## config.mk

```make
export PLATFORM = sky130hd
export DESIGN_NAME = fetch_stage
export DESIGN_NICKNAME = d
export VERILOG_FILES = /design/src/rtl/fetch_stage_pkg.sv /design/src/rtl/fetch_stage_buf.sv /design/src/rtl/fetch_stage.sv
export SDC_FILE = /design/constraint.sdc
export NUM_CORES = 1
export LEC_CHECK = 0
export BUFFER_PORTS_ARGS = -buffer_cell sky130_fd_sc_hd__buf_2
export CORE_MARGIN = 2
export CORE_UTILIZATION = 40
export DETAILED_ROUTE_END_ITERATION = 6
export PLACE_DENSITY = 0.6
export SLEW_MARGIN = 40
export SYNTH_ARGS = -nofsm -noshare
export SYNTH_HDL_FRONTEND = slang
export SYNTH_SLANG_ARGS = --single-unit
```

## constraint.sdc

```tcl
create_clock -name i_clk -period 4.26 [get_ports i_clk]
set_input_delay 0 -clock i_clk [delete_from_list [all_inputs] [get_ports i_clk]]
set_output_delay 0 -clock i_clk [all_outputs]
set_load 0.1 [all_outputs]
```

## src/rtl/fetch_stage_pkg.sv

```systemverilog
// Shared definitions for the fetch stage: NOP encoding, FSM state type and
// the {pc, inst} buffer entry layout.
package processor_defines;

    localparam logic [31:0] NOP_INST   = 32'h0000_0013;
    localparam int unsigned INST_BYTES = 4;
    // Wide enough to hold a count of 0..4 (largest legal buffer depth)
    localparam int unsigned COUNT_W    = 3;

    typedef enum logic [1:0] {
        REQ,
        WAIT,
        DROP
    } fetch_state_t;

    typedef struct packed {
        logic [31:0] pc;
        logic [31:0] inst;
    } fetch_entry_t;

endpackage

```

## src/rtl/fetch_stage_buf.sv

```systemverilog
// fetch_buf: small FIFO of {pc, inst} entries between fetch and decode.
// Flush has priority over push and pop; DEPTH must be a power of two (2 or 4).
module fetch_buf
    import processor_defines::*;
#(
    parameter int unsigned DEPTH = 2
) (
    input  logic               clk_i,
    input  logic               rst_ni,
    input  logic               push_i,
    input  logic               pop_i,
    input  logic               flush_i,
    input  fetch_entry_t       data_i,
    output fetch_entry_t       head_o,
    output logic [COUNT_W-1:0] count_o
);

    localparam int unsigned AW = $clog2(DEPTH);

    fetch_entry_t       mem_q [DEPTH];
    logic [AW-1:0]      wr_ptr_q, wr_ptr_d;
    logic [AW-1:0]      rd_ptr_q, rd_ptr_d;
    logic [COUNT_W-1:0] count_q, count_d;
    logic               do_push, do_pop;

    // Next pointer/count values; pointers wrap naturally as DEPTH is 2^AW
    always_comb begin
        do_push  = push_i && !flush_i;
        do_pop   = pop_i && !flush_i && (count_q != '0);
        wr_ptr_d = wr_ptr_q;
        rd_ptr_d = rd_ptr_q;
        count_d  = count_q;
        if (flush_i) begin
            wr_ptr_d = '0;
            rd_ptr_d = '0;
            count_d  = '0;
        end else begin
            if (do_push) wr_ptr_d = wr_ptr_q + AW'(1);
            if (do_pop)  rd_ptr_d = rd_ptr_q + AW'(1);
            case ({do_push, do_pop})
                2'b10:   count_d = count_q + COUNT_W'(1);
                2'b01:   count_d = count_q - COUNT_W'(1);
                default: count_d = count_q;
            endcase
        end
    end

    // Pointer and occupancy registers
    always_ff @(posedge clk_i) begin
        if (!rst_ni) begin
            wr_ptr_q <= '0;
            rd_ptr_q <= '0;
            count_q  <= '0;
        end else begin
            wr_ptr_q <= wr_ptr_d;
            rd_ptr_q <= rd_ptr_d;
            count_q  <= count_d;
        end
    end

    // Entry storage; contents are only meaningful below count_q
    always_ff @(posedge clk_i) begin
        if (do_push) mem_q[wr_ptr_q] <= data_i;
    end

    assign head_o  = mem_q[rd_ptr_q];
    assign count_o = count_q;

endmodule

```

## src/rtl/fetch_stage.sv

```systemverilog
// fetch_stage: holds the fetch PC, issues one-outstanding imem requests and
// buffers returned instructions for decode. Taken-branch redirects flush the
// buffer and mark any in-flight response as stale.
// Optional FETCH_PERF_CNT_EN adds push and redirect-cycle counters.
module fetch_stage
    import processor_defines::*;
#(
    parameter logic [31:0] RESET_PC  = 32'h0000_0000,
    parameter int unsigned BUF_DEPTH = 2
) (
    input  logic        i_clk,
    input  logic        i_rst,
    input  logic        pc_update_control,
    input  logic [31:0] pc_update_val,
    output logic        o_imem_req,
    output logic [31:0] o_imem_addr,
    input  logic        i_imem_gnt,
    input  logic        i_imem_rvalid,
    input  logic [31:0] i_imem_rdata,
    output logic        o_inst_valid,
    output logic [31:0] o_inst,
    output logic [31:0] o_inst_pc,
    input  logic        i_inst_ready
`ifdef FETCH_PERF_CNT_EN
    ,
    output logic [31:0] o_fetch_cnt,
    output logic [31:0] o_flush_cnt
`endif
);

    fetch_state_t       state_q, state_d;
    logic [31:0]        pc_q, pc_d;
    logic [31:0]        req_pc_q, req_pc_d;
    logic               gnt_fire, push, pop;
    fetch_entry_t       buf_head;
    logic [COUNT_W-1:0] buf_count;

    fetch_buf #(
        .DEPTH (BUF_DEPTH)
    ) u_buf (
        .clk_i   (i_clk),
        .rst_ni  (i_rst),
        .push_i  (push),
        .pop_i   (pop),
        .flush_i (pc_update_control),
        .data_i  ('{pc: req_pc_q, inst: i_imem_rdata}),
        .head_o  (buf_head),
        .count_o (buf_count)
    );

    // State, fetch PC and in-flight request PC registers
    always_ff @(posedge i_clk) begin
        if (!i_rst) begin
            state_q  <= REQ;
            pc_q     <= RESET_PC;
            req_pc_q <= '0;
        end else begin
            state_q  <= state_d;
            pc_q     <= pc_d;
            req_pc_q <= req_pc_d;
        end
    end

    // Next state and PC; a redirect overrides the PC and retires live responses as stale
    always_comb begin
        state_d  = state_q;
        pc_d     = pc_q;
        req_pc_d = req_pc_q;
        if (gnt_fire) begin
            req_pc_d = pc_q;
            pc_d     = pc_q + 32'(INST_BYTES);
        end
        if (pc_update_control) pc_d = pc_update_val;
        unique case (state_q)
            REQ:  if (gnt_fire) state_d = WAIT;
            WAIT: begin
                if (i_imem_rvalid)          state_d = REQ;
                else if (pc_update_control) state_d = DROP;
            end
            DROP: if (i_imem_rvalid) state_d = REQ;
            default: state_d = REQ;
        endcase
    end

    // Handshake outputs and buffer control; nothing is visible while in reset
    always_comb begin
        o_imem_req   = i_rst && (state_q == REQ) && (buf_count < COUNT_W'(BUF_DEPTH))
                       && !pc_update_control;
        gnt_fire     = o_imem_req && i_imem_gnt;
        push         = (state_q == WAIT) && i_imem_rvalid && !pc_update_control;
        o_inst_valid = i_rst && (buf_count != '0);
        pop          = o_inst_valid && i_inst_ready && !pc_update_control;
        o_inst       = o_inst_valid ? buf_head.inst : NOP_INST;
        o_inst_pc    = o_inst_valid ? buf_head.pc : '0;
        o_imem_addr  = pc_q;
    end

`ifdef FETCH_PERF_CNT_EN
    logic [31:0] fetch_cnt_q, flush_cnt_q;

    // Push and redirect-cycle counters, wrapping at 2^32
    always_ff @(posedge i_clk) begin
        if (!i_rst) begin
            fetch_cnt_q <= '0;
            flush_cnt_q <= '0;
        end else begin
            if (push)              fetch_cnt_q <= fetch_cnt_q + 32'd1;
            if (pc_update_control) flush_cnt_q <= flush_cnt_q + 32'd1;
        end
    end

    assign o_fetch_cnt = fetch_cnt_q;
    assign o_flush_cnt = flush_cnt_q;
`endif

endmodule

```

==> run_results.csv <==
group,metric,value,unit
power,leakagePower,3.92,nW
grt,grt_pass1_vias,5835,
timing,relSlewSlack,0.478,
min_path,hold_class,"in2reg",
detailed_routing,drt-pass1-iter-count,5,
synthesis,ys.warnings.count,0,
timing,rsz0062_at_grt,"false",
synthesis,ys_types,41,
critical_path,crit_chain,"dlygate4sd3_1, buf_2, or4b_4, or4b_4, or4_1, o211a_1, o21a_1, dlygate4sd3_1",
synthesis,synth-seq-cells,200,
grt,overflow,0,
floorplanning,io_pins,168,
critical_path,path_buf_inv,3,
synthesis,synth_top_flop_cell,"edfxtp_1",
cts,clock-sinks,200,
cts,clk_root_buffer_cell,"clkbuf_16",
finish,fill_cells,1777,
placement,post-dp-hpwl,12.0,mm
synthesis,syn_inst,690,
timing,hold_viol_final,0,
critical_path,critPathMaxFanout,57,
critical_path,worst_path_largest_cell_delay,0.82,ns
timing,fmax,275,MHz
run,drv_cap,0,
synthesis,synth_area,8070,um2
cts,cts_tree,"yes",
power,peakVddDrop,0.255,mV
synthesis,yosys.area.top_type,"edfxtp_1",
critical_path,cp.arrival,3.96,ns
critical_path,startpoint_type,"primary input",
finish,drive_gt1_frac,0.239,
timing,setup_violations,0,
grt,grt_pass1_wl,31.1,mm
synthesis,synthArstFlopShare,0,
grt,grt_max_degree,65,
floorplanning,die_h,146,um
critical_path,crit_family,"simple AND/OR/NAND/NOR gates",
critical_path,crit_slowest_cell,"or4b_4",
cts,insertion_delay,0.43,ns
detailed_routing,vias_per_cell,5.09,
finish,nets,992,
detailed_routing,via_count,6093,
placement,gp_congestion,0.820,
cts,clock_path_buffers,2,
timing,tightest_slew,0.783,ns
timing,setup_tns,0,ns
cts,clk_pin_slew_worst_paths,0.08,ns
placement,post-place-ws,1.18,ns
synthesis,avgSynthCellArea,11.7,um2
power,p_per_area,382,nW/um2
grt,antenna_found_initial,0,
detailed_routing,drc,0,
timing,finClkSkew,0.0140,ns
synthesis,yosys.area.top_type_share,0.477,
timing,final_max_slew_viol_count,0,
timing,setup_ws,0.622,ns
grt,track_usage,0.183,
timing,post-route-period-util,0.854,
floorplanning,die_area,21300,um2
synthesis,synth_area_leaders,"edfxtp_1, dfxtp_1, mux2i_1",
status,status,"complete, no violations",
floorplanning,start_util,0.410,
synthesis,ys_seq_area_frac,0.655,
critical_path,path_class,"in2reg",
synthesis,syn_nets,763,
cts,htreeDepth,4,
critical_path,endpoint_kind,"flip-flop",
finish,final_util,0.537,
finish,antennaDiodeCount,0,
floorplanning,core,19700,um2
detailed_routing,drtAntennaViolNets,0,
synthesis,synth_edf_count,128,
timing,min_period,3.64,ns
finish,area_delta_synth_final,30.8,%
detailed_routing,totalWireLength,19.4,mm
critical_path,worstPathRequired,4.59,ns
placement,portBuffers,167,
floorplanning,die_w,146,um
cts,cts_buffers,17,
detailed_routing,wl_per_cell,16.2,um
floorplanning,rows,51,
detailed_routing,first_iter_violations,471,
state kept, by name, indices dropped and copies added (netlist names), named ones only:
| register | count |
|---|---|
| u_buf.mem_q | 128 |
| o_imem_addr | 32 |
| req_pc_q | 32 |
| u_buf.count_o | 3 |
| state_q | 2 |
| u_buf.rd_ptr_q | 1 |
| u_buf.wr_ptr_q | 1 |
synthesized netlist by cell type, types with 2 or more instances:
cell,instances
a21oi_1,51
a2bb2oi_1,11
a31oi_1,10
and2_1,3
and3_1,3
and4_1,2
buf_1,6
clkbuf_1,33
dfxtp_1,72
edfxtp_1,128
ha_1,2
inv_1,11
mux2_2,3
mux2i_1,67
nand2_1,103
nand3_1,18
nand4_1,15
nor2_1,81
nor3_1,8
nor4_1,4
nor4b_1,3
o211a_1,2
o21a_1,4
o21ai_0,11
o22ai_1,4
o311ai_0,2
o31ai_1,3
or3_1,7
or4_1,2
or4b_4,2
xnor2_1,2
xor2_1,8
through the flow:
stage / power, W / hold slack, ns / area, um2 / instances
after floorplan: 0.00236 / 0.0766 / 8070 / 690
after global placement: 0.00245 / 0.182 / 9180 / 1090
after detailed placement: 0.00246 / 0.185 / 9240 / 1092
after CTS: 0.00407 / 0.140 / 10500 / 1196
after global routing: 0.00417 / 0.187 / 10600 / 1197
final: 0.00403 / 0.165 / 10600 / 1197
path summary, 6_finish.rpt:
kind	from	endpoint	slack [ns]	depth (start not counted)
setup reg to reg	u_buf.count_o[2]	o_imem_addr[15]	0.66	6
setup / recovery	i_rst	o_imem_addr[15]	0.62	8
hold / removal	i_imem_gnt	req_pc_q[18]	0.16	5
hold reg to reg	req_pc_q[2]	u_buf.mem_q[0][34]	0.45	0
layer usage:
metal / vias to the layer above / part of all wire / GRT usage
li1: 2954 / - / -
met4: 0 / 0.016 / 0.0573
met5: - / 0 / 0
met2: 200 / 0.48 / 0.300
met1: 2919 / 0.46 / 0.248
met3: 20 / 0.052 / 0.0348
power by group:
group,internal [W],switching (W),total (W)
Clock,0.000838,0.000728,0.00157
Sequential,0.00208,0.0000377,0.00211
Combinational,0.000113,0.000240,0.000352
layout make-up:
type | instances | area, um2 | area share
well taps | 265 | 332 | 0.0314
clock inverters | 14 | 139 | 0.0132
flip-flops and latches | 200 | 5290 | 0.501
repair buffers | 249 | 1690 | 0.160
inverters | 11 | 43.8 | 0.00415
multi-input cells | 440 | 2620 | 0.248
clock buffers | 18 | 439 | 0.0416
layout by cell type (no fill, tap or decap), types with 4 or more instances in the layout:
master and count:
edfxtp_1 128, o21ai_0 11, dfxtp_1 71, nand3_1 18
a31oi_1 10, dlygate4sd3_1 72, a21oi_1 51, nand4_1 15
clkinv_4 4, nor4_1 4, clkbuf_16 17, xor2_1 8
nand2_1 102, mux2i_1 67, inv_1 10, nor3_1 7
buf_2 167, buf_4 6, o21a_1 4, a2bb2oi_1 11
or3_1 7, inv_6 7, o22ai_1 4, nor2_1 80
worst reg2reg max path, cell delays in order, from the launching register on:
cell and delay [ns]:
dfxtp_1 0.33, or4b_4 0.56, or4b_4 0.82, or4_1 0.81, o211a_1 0.27, o21a_1 0.16, dlygate4sd3_1 0.54
logic make-up after synthesis:
group | synth area share
mux | 0.0873
fa+ha+maj | 0.00558
xor+xnor | 0.0109
simple gates | 0.141
compound gates | 0.0768
flops | 0.655
buf+inv | 0.0233
timing repair:
action,4_1_cts,5_1_grt
buffers inserted,0,0
endpoints found under the hold margin,100,0
hold buffers,72,0
resized for setup,0,0
setup endpoints to repair,0,0
(Power assumes the default switching activity.)
